### src/rtl/param_reg_file_sb_pkg.sv
// Shared defaults and address-width helper for the parameterised register file
// with a per-register pending scoreboard.
package param_reg_file_sb_pkg;

    localparam int unsigned DEF_WIDTH = 32;
    localparam int unsigned DEF_DEPTH = 32;

    // Address bits needed to index depth entries; never less than one.
    function automatic int unsigned addr_bits(input int unsigned depth);
        int unsigned n;
        n = 1;
        while ((32'd1 << n) < depth) begin
            n = n + 1;
        end
        return n;
    endfunction

endpackage

### src/rtl/param_reg_file_sb_if.sv
// Bus bundle for param_reg_file_sb: two read ports, one write port and the
// reservation request, plus the scoreboard status outputs.
interface param_reg_file_sb_if
    import param_reg_file_sb_pkg::*;
#(
    parameter int unsigned WIDTH = DEF_WIDTH,
    parameter int unsigned DEPTH = DEF_DEPTH
);

    localparam int unsigned AW = addr_bits(DEPTH);

    logic [AW-1:0]    readAddr1;
    logic [AW-1:0]    readAddr2;
    logic [WIDTH-1:0] readData1;
    logic [WIDTH-1:0] readData2;
    logic             readReady1;
    logic             readReady2;
    logic             writeEn;
    logic [AW-1:0]    writeAddr;
    logic [WIDTH-1:0] writeData;
    logic             rsvEn;
    logic [AW-1:0]    rsvAddr;
    logic             rsvAck;
    logic [AW:0]      pendCount;

    modport master (
        output readAddr1, readAddr2, writeEn, writeAddr, writeData, rsvEn, rsvAddr,
        input  readData1, readData2, readReady1, readReady2, rsvAck, pendCount
    );

    modport slave (
        input  readAddr1, readAddr2, writeEn, writeAddr, writeData, rsvEn, rsvAddr,
        output readData1, readData2, readReady1, readReady2, rsvAck, pendCount
    );

endinterface

### src/rtl/param_reg_file_sb_reg_scoreboard.sv
// Pending-bit scoreboard: tracks outstanding results per register, arbitrates
// reservations and produces registered read-ready flags and the pending count.
module reg_scoreboard #(
    parameter int unsigned DEPTH    = 32,
    parameter int unsigned AW       = 5,
    parameter bit          ZERO_REG = 1'b1
) (
    input  logic          clk,
    input  logic          rst,
    input  logic          i_wr_en,
    input  logic [AW-1:0] i_wr_addr,
    input  logic          i_rsv_en,
    input  logic [AW-1:0] i_rsv_addr,
    input  logic [AW-1:0] i_rd_addr1,
    input  logic [AW-1:0] i_rd_addr2,
    output logic          o_rsv_ack,
    output logic          o_rd_ready1,
    output logic          o_rd_ready2,
    output logic [AW:0]   o_pend_count
);

    logic [DEPTH-1:0] r_pend;
    logic [DEPTH-1:0] w_pend_next;
    logic             r_ready1;
    logic             r_ready2;
    logic [AW:0]      r_count;
    logic [AW:0]      w_count_next;
    logic             w_rsv_ack;
    logic             w_rsv_sets;

    always_comb begin
        // A write landing on the reserved register this cycle frees it in time.
        w_rsv_ack  = i_rsv_en && !rst &&
                     (!r_pend[i_rsv_addr] || (i_wr_en && (i_wr_addr == i_rsv_addr)));
        w_rsv_sets = w_rsv_ack && !(ZERO_REG && (i_rsv_addr == '0));

        // Write clears first so a same-cycle reservation leaves the bit set.
        w_pend_next = r_pend;
        if (i_wr_en) begin
            w_pend_next[i_wr_addr] = 1'b0;
        end
        if (w_rsv_sets) begin
            w_pend_next[i_rsv_addr] = 1'b1;
        end

        w_count_next = '0;
        for (int unsigned i = 0; i < DEPTH; i++) begin
            w_count_next = w_count_next + {{AW{1'b0}}, w_pend_next[i]};
        end
    end

    always_ff @(posedge clk) begin
        if (rst) begin
            r_pend   <= '0;
            r_ready1 <= 1'b1;
            r_ready2 <= 1'b1;
            r_count  <= '0;
        end else begin
            r_pend   <= w_pend_next;
            r_ready1 <= !w_pend_next[i_rd_addr1];
            r_ready2 <= !w_pend_next[i_rd_addr2];
            r_count  <= w_count_next;
        end
    end

    assign o_rsv_ack    = w_rsv_ack;
    assign o_rd_ready1  = r_ready1;
    assign o_rd_ready2  = r_ready2;
    assign o_pend_count = r_count;

endmodule

### src/rtl/param_reg_file_sb.sv
// Two-read/one-write register file with registered reads, optional write
// bypass, optional hard-wired zero register and a pending-result scoreboard.
module param_reg_file_sb
    import param_reg_file_sb_pkg::*;
#(
    parameter int unsigned WIDTH    = DEF_WIDTH,
    parameter int unsigned DEPTH    = DEF_DEPTH,
    parameter bit          ZERO_REG = 1'b1,
    parameter bit          BYPASS   = 1'b1
) (
    input logic                clk,
    input logic                rst,
    param_reg_file_sb_if.slave bus
);

    localparam int unsigned AW = addr_bits(DEPTH);

    logic [WIDTH-1:0] r_mem [DEPTH];
    logic [WIDTH-1:0] r_rd1;
    logic [WIDTH-1:0] r_rd2;
    logic             w_wr_ok;
    logic [WIDTH-1:0] w_rd1_next;
    logic [WIDTH-1:0] w_rd2_next;

    always_comb begin
        w_wr_ok = bus.writeEn && !(ZERO_REG && (bus.writeAddr == '0));

        w_rd1_next = r_mem[bus.readAddr1];
        if (BYPASS && w_wr_ok && (bus.writeAddr == bus.readAddr1)) begin
            w_rd1_next = bus.writeData;
        end
        if (ZERO_REG && (bus.readAddr1 == '0)) begin
            w_rd1_next = '0;
        end

        w_rd2_next = r_mem[bus.readAddr2];
        if (BYPASS && w_wr_ok && (bus.writeAddr == bus.readAddr2)) begin
            w_rd2_next = bus.writeData;
        end
        if (ZERO_REG && (bus.readAddr2 == '0)) begin
            w_rd2_next = '0;
        end
    end

    always_ff @(posedge clk) begin
        if (rst) begin
            for (int unsigned i = 0; i < DEPTH; i++) begin
                r_mem[i] <= '0;
            end
            r_rd1 <= '0;
            r_rd2 <= '0;
        end else begin
            if (w_wr_ok) begin
                r_mem[bus.writeAddr] <= bus.writeData;
            end
            r_rd1 <= w_rd1_next;
            r_rd2 <= w_rd2_next;
        end
    end

    assign bus.readData1 = r_rd1;
    assign bus.readData2 = r_rd2;

    reg_scoreboard #(
        .DEPTH    (DEPTH),
        .AW       (AW),
        .ZERO_REG (ZERO_REG)
    ) u_scoreboard (
        .clk          (clk),
        .rst          (rst),
        .i_wr_en      (bus.writeEn),
        .i_wr_addr    (bus.writeAddr),
        .i_rsv_en     (bus.rsvEn),
        .i_rsv_addr   (bus.rsvAddr),
        .i_rd_addr1   (bus.readAddr1),
        .i_rd_addr2   (bus.readAddr2),
        .o_rsv_ack    (bus.rsvAck),
        .o_rd_ready1  (bus.readReady1),
        .o_rd_ready2  (bus.readReady2),
        .o_pend_count (bus.pendCount)
    );

endmodule

### src/flat_wrapper.sv
// flat-port wrapper written by rule: the top's interface ports become plain ports
module param_reg_file_sb_flat import param_reg_file_sb_pkg::*;
#(
    parameter int unsigned WIDTH    = DEF_WIDTH,
    parameter int unsigned DEPTH    = DEF_DEPTH,
    parameter bit          ZERO_REG = 1'b1,
    parameter bit          BYPASS   = 1'b1
)
  (clk, rst, bus_readAddr1, bus_readAddr2, bus_writeEn, bus_writeAddr, bus_writeData, bus_rsvEn, bus_rsvAddr, bus_readData1, bus_readData2, bus_readReady1, bus_readReady2, bus_rsvAck, bus_pendCount);
  param_reg_file_sb_if #(.WIDTH(WIDTH), .DEPTH(DEPTH)) bus_i ();
  input logic clk;
  input logic rst;
  input wire logic [$bits(bus_i.readAddr1)-1:0] bus_readAddr1;
  input wire logic [$bits(bus_i.readAddr2)-1:0] bus_readAddr2;
  input wire logic [$bits(bus_i.writeEn)-1:0] bus_writeEn;
  input wire logic [$bits(bus_i.writeAddr)-1:0] bus_writeAddr;
  input wire logic [$bits(bus_i.writeData)-1:0] bus_writeData;
  input wire logic [$bits(bus_i.rsvEn)-1:0] bus_rsvEn;
  input wire logic [$bits(bus_i.rsvAddr)-1:0] bus_rsvAddr;
  output wire logic [$bits(bus_i.readData1)-1:0] bus_readData1;
  output wire logic [$bits(bus_i.readData2)-1:0] bus_readData2;
  output wire logic [$bits(bus_i.readReady1)-1:0] bus_readReady1;
  output wire logic [$bits(bus_i.readReady2)-1:0] bus_readReady2;
  output wire logic [$bits(bus_i.rsvAck)-1:0] bus_rsvAck;
  output wire logic [$bits(bus_i.pendCount)-1:0] bus_pendCount;
  assign bus_i.readAddr1 = bus_readAddr1;
  assign bus_i.readAddr2 = bus_readAddr2;
  assign bus_i.writeEn = bus_writeEn;
  assign bus_i.writeAddr = bus_writeAddr;
  assign bus_i.writeData = bus_writeData;
  assign bus_i.rsvEn = bus_rsvEn;
  assign bus_i.rsvAddr = bus_rsvAddr;
  assign bus_readData1 = bus_i.readData1;
  assign bus_readData2 = bus_i.readData2;
  assign bus_readReady1 = bus_i.readReady1;
  assign bus_readReady2 = bus_i.readReady2;
  assign bus_rsvAck = bus_i.rsvAck;
  assign bus_pendCount = bus_i.pendCount;
  param_reg_file_sb #(.WIDTH(WIDTH), .DEPTH(DEPTH), .ZERO_REG(ZERO_REG), .BYPASS(BYPASS)) u_core (.clk(clk), .rst(rst), .bus(bus_i));
endmodule
### config.mk
export PLATFORM = sky130hd
export DESIGN_NAME = param_reg_file_sb_flat
export DESIGN_NICKNAME = d
export VERILOG_FILES = /design/src/rtl/param_reg_file_sb_pkg.sv /design/src/rtl/param_reg_file_sb_if.sv /design/src/rtl/param_reg_file_sb_reg_scoreboard.sv /design/src/rtl/param_reg_file_sb.sv /design/src/flat_wrapper.sv
export SDC_FILE = /design/constraint.sdc
export NUM_CORES = 2
export LEC_CHECK = 0
export ABC_AREA = 0
export CAP_MARGIN = 20
export CELL_PAD_IN_SITES_DETAIL_PLACEMENT = 0
export CELL_PAD_IN_SITES_GLOBAL_PLACEMENT = 1
export CORE_ASPECT_RATIO = 0.6
export CORE_MARGIN = 5
export CORE_UTILIZATION = 53
export DETAILED_ROUTE_END_ITERATION = 8
export GPL_ROUTABILITY_DRIVEN = 0
export PLACE_DENSITY_LB_ADDON = 0.1
export SLEW_MARGIN = 20
export SYNTH_ARGS = -nofsm -noshare
export SYNTH_HDL_FRONTEND = slang
export SYNTH_HIERARCHICAL = 1
export SYNTH_SLANG_ARGS = --single-unit
### constraint.sdc
create_clock -name clk -period 7.7 [get_ports clk]
set_input_delay 0.77 -clock clk [delete_from_list [all_inputs] [get_ports clk]]
set_output_delay 0.77 -clock clk [all_outputs]
set_load 0.05 [all_outputs]
==> summary.txt <==
Final layout
  • Share of cells above drive strength 1: 0.188
  • Area of the multi-input gates: 25600 µm²
  • Layout Area Growth over Synthesis: 10.7%
  • Post-route cell area: 66600 µm²
  • Final #Nets: ~4400
  • # fillers: 8773
  • Register area: ~33000 µm²
  • Final core occ: 0.593

Yosys
  • YS warnings: 6
  • Syn avg cell area: ~14 µm²
  • EDFF count, synth: 1024
  • Synth unique cells: just under 80
  • Cell count after synthesis: 4333
  • Post-Syn Area: roughly 60000 µm²
  • Cell taking the most area after synthesis: edfxtp_1
  • Dominant cells by area after synthesis: edfxtp_1, mux4_2, and2_1
  • Seq/Total Area, Yosys: 0.546
  • Synth Register Bits: 1128
  • FFs w/ async S/R, synth: 0
  • Synth top area share: 0.511
  • Prevailing post-synth register cell: edfxtp_1

Clock tree
  • CTS tree: built
  • Post-CTS setup buffer count: 0
  • CTS H-tree depth: 3
  • CTS Sinks: between 1000 and 1500
  • Post-CTS sizing: 0
  • # hold bufs at CTS: 0
  • Clk buf depth: 3
  • Clk root buf: clkbuf_16
  • Clock-pin slew on the worst setup and hold paths: 0.07 ns
  • Clk Latency, worst-skew pair: around 0.73 ns
  • Inserted Clock Buffers: between 100 and 150

Die
  • DIE AREA: about 120000 µm²
  • Initial Util: 0.535
  • Core Box Area: around 110000 µm²
  • Vert. Die Dim: approximately 270 µm
  • Site row count: 95
  • IO Pins: 129
  • Die span in x: between 400 and 500 µm

Routing
  • Routed WL: roughly 220000 µm
  • Initial DRT Pass Iterations: 7
  • Iteration-0 DRC Markers: about 6800
  • Drt wl/cell: 37.1 µm
  • DRC viols: 0
  • Via count: 41362
  • Vias per cell: approximately 7.0
  • Routed Antenna Nets: 0

Worst setup path
  • Worst EP required: 8.29 ns
  • Worst Setup End Kind: flop
  • Worst path arrival time: roughly 7.6 ns
  • Worst Setup Start Kind: input port
  • Critical Path Fanout Max: 4
  • Reg2reg start: u_core/u_scoreboard/r_pend[27]
  • Crit Path Category: input port to flop
  • Worst Setup SP: bus_rsvAddr[0]
  • Reg2Reg Depth: 25

Status
  • Status: finished clean

Global route
  • First-pass GRT wire length: 307000 µm
  • Global router's overall resource usage: 0.359
  • Pin count of the biggest net entering global routing: about 120
  • Initial antenna violation count: 19
  • Total grt overflow: 0
  • Vias in the first global route: 39077

Pwr
  • Leak: ~23 nW
  • VDD IR max: 0.156 mV
  • PD cells: about 220 nW/µm²

STA
  • Clock period minus worst slack: roughly 7 ns
  • Setup ws final: 0.731 ns
  • Final setup vio count: 0
  • Setup TNS: 0 ns
  • Fmax: around 140 MHz
  • Fin Hold WS: 0.401 ns
  • Rel. slew slack: 0.168
  • Final Max Slew Viols: 0
  • Skew final: roughly 0.024 ns
  • Fin crit share: 0.905
  • Worst Tran Pin Value: 1.25 ns
  • Unrepaired setup endpoints after global routing: no
  • Final Hold Vio Count: 0

Placement
  • Dpl ws: 0.0947 ns
  • Port Buffers: between 100 and 150
  • DPL Wire Length: 126000 µm
  • Post-Place Cell Area: 63100 µm²

Flow run
  • Total of max-cap violations: 0

Min path
  • Hold Crit Start: rst
  • Worst hold path depth: 2
  • Hold Path Class: input port to flop
==> layout by cell type, fill, tap and decap left out, drive strengths merged, types with 76 or more instances in the layout <==
cell,Yosys,layout
mux2i,302,302
clkbuf,326,161
and2,966,966
a211oi,105,105
buf,122,191
nand2,88,88
a22oi,102,102
clkdlybuf4s50,0,101
nor2,114,114
dfxtp,104,104
edfxtp,1024,1024
a221oi,76,76
mux4,388,388
==> per-layer routing <==
| metal | up-vias | wire length [µm] | global-route usage |
|---|---|---|---|
| li1 | 16528 | - | - |
| met1 | 21086 | 89500 | 0.544 |
| met2 | 3348 | 90400 | 0.492 |
| met3 | 396 | 33400 | 0.127 |
| met4 | 4 | 6350 | 0.0974 |
| met5 | - | 23 | 0 |
==> cell usage after synthesis, types with 8 or more instances <==
| library cell | count |
|---|---|
| a211oi_1 | 103 |
| a21oi_1 | 55 |
| a221o_1 | 33 |
| a221oi_1 | 76 |
| a22oi_1 | 102 |
| a32o_1 | 25 |
| and2_1 | 966 |
| buf_1 | 10 |
| buf_2 | 84 |
| buf_4 | 20 |
| buf_6 | 8 |
| clkbuf_1 | 326 |
| dfxtp_1 | 104 |
| edfxtp_1 | 1024 |
| fa_1 | 24 |
| ha_1 | 8 |
| inv_1 | 51 |
| mux2i_1 | 302 |
| mux4_2 | 388 |
| nand2_1 | 88 |
| nand2b_1 | 9 |
| nand3_1 | 13 |
| nand3b_1 | 17 |
| nor2_1 | 111 |
| nor2b_1 | 50 |
| nor3_1 | 43 |
| o21a_1 | 15 |
| o21ai_0 | 24 |
| o21ai_1 | 34 |
| o221ai_1 | 36 |
| o22ai_1 | 33 |
| or2_2 | 31 |
| xnor2_1 | 9 |
| xor2_1 | 9 |
==> state kept, by name, summed over array words and instances, names as in the netlist <==
signal,cells
u_core/bus.readData2,32
u_core/u_scoreboard/o_rd_ready2,1
u_core/u_scoreboard/o_rd_ready1,1
u_core/r_mem,1024
u_core/u_scoreboard/r_pend,32
u_core/bus.readData1,32
u_core/u_scoreboard/o_pend_count,6
==> power breakdown <==
group	internal [W]	leakage, nW	switching [W]	total, W
Combinational	0.000712	11.2	0.00120	0.00191
Clock	0.00306	1.72	0.00240	0.00546
Sequential	0.00702	10.6	0.000189	0.00721
==> critical path: stages <==
cell and delay, ns:
clkdlybuf4s50_1 0.49, buf_4 0.14, mux2_2 0.32, a32o_1 0.29, nor4b_4 0.43, nand3_4 0.15
buf_4 0.19, nand2_1 0.15, nand3_1 0.13, o21ai_0 0.21, buf_4 0.16, fa_1 0.42
inv_1 0.09, fa_1 0.42, inv_1 0.10, fa_1 0.42, fa_1 0.57, fa_1 0.44
fa_1 0.52, ha_1 0.19, inv_1 0.07, fa_1 0.44, inv_1 0.07, a21o_1 0.11
a21oi_1 0.07, xor2_1 0.14, nor2_1 0.05
==> cell type report <==
cell class / instances / area share
clock buffer: 160 / 0.0468
sequential: 1128 / 0.493
multi-input combinational: 2737 / 0.384
timing repair buffer: 293 / 0.0386
tap: 1503 / 0.0282
inverter: 51 / 0.00287
clock inverter: 38 / 0.00599
antenna: 7 / 0.000263
==> stage by stage <==
stage,power (W),cells
6_report,0.0146,5917
5_1_grt,0.0150,5911
4_1_cts,0.0146,5910
3_5_place_dp,0.00919,5712
3_3_place_gp,0.00918,5710
2_1_floorplan,0.00845,4364
==> cell families after synthesis <==
logic type,Yosys count,share of synthesized area
adder cells (fa/ha/maj),32,0.00966
buffers and inverters,499,0.0351
flip-flops,1128,0.546
AO/OA/AOI/OAI,587,0.0739
multiplexers,694,0.196
AND/OR/NAND/NOR,1374,0.136
other,1,0.0000624
XOR/XNOR,18,0.00262
==> final timing paths <==
kind	end	slack (ns)
max	u_core/u_scoreboard/o_pend_count[4]	0.73
min	u_core/u_scoreboard/r_pend[1]	0.40
max reg2reg	u_core/u_scoreboard/o_pend_count[4]	1.13
min reg2reg	u_core/u_scoreboard/r_pend[5]	0.65
No activity file was read; power rests on OpenSTA's default activity.
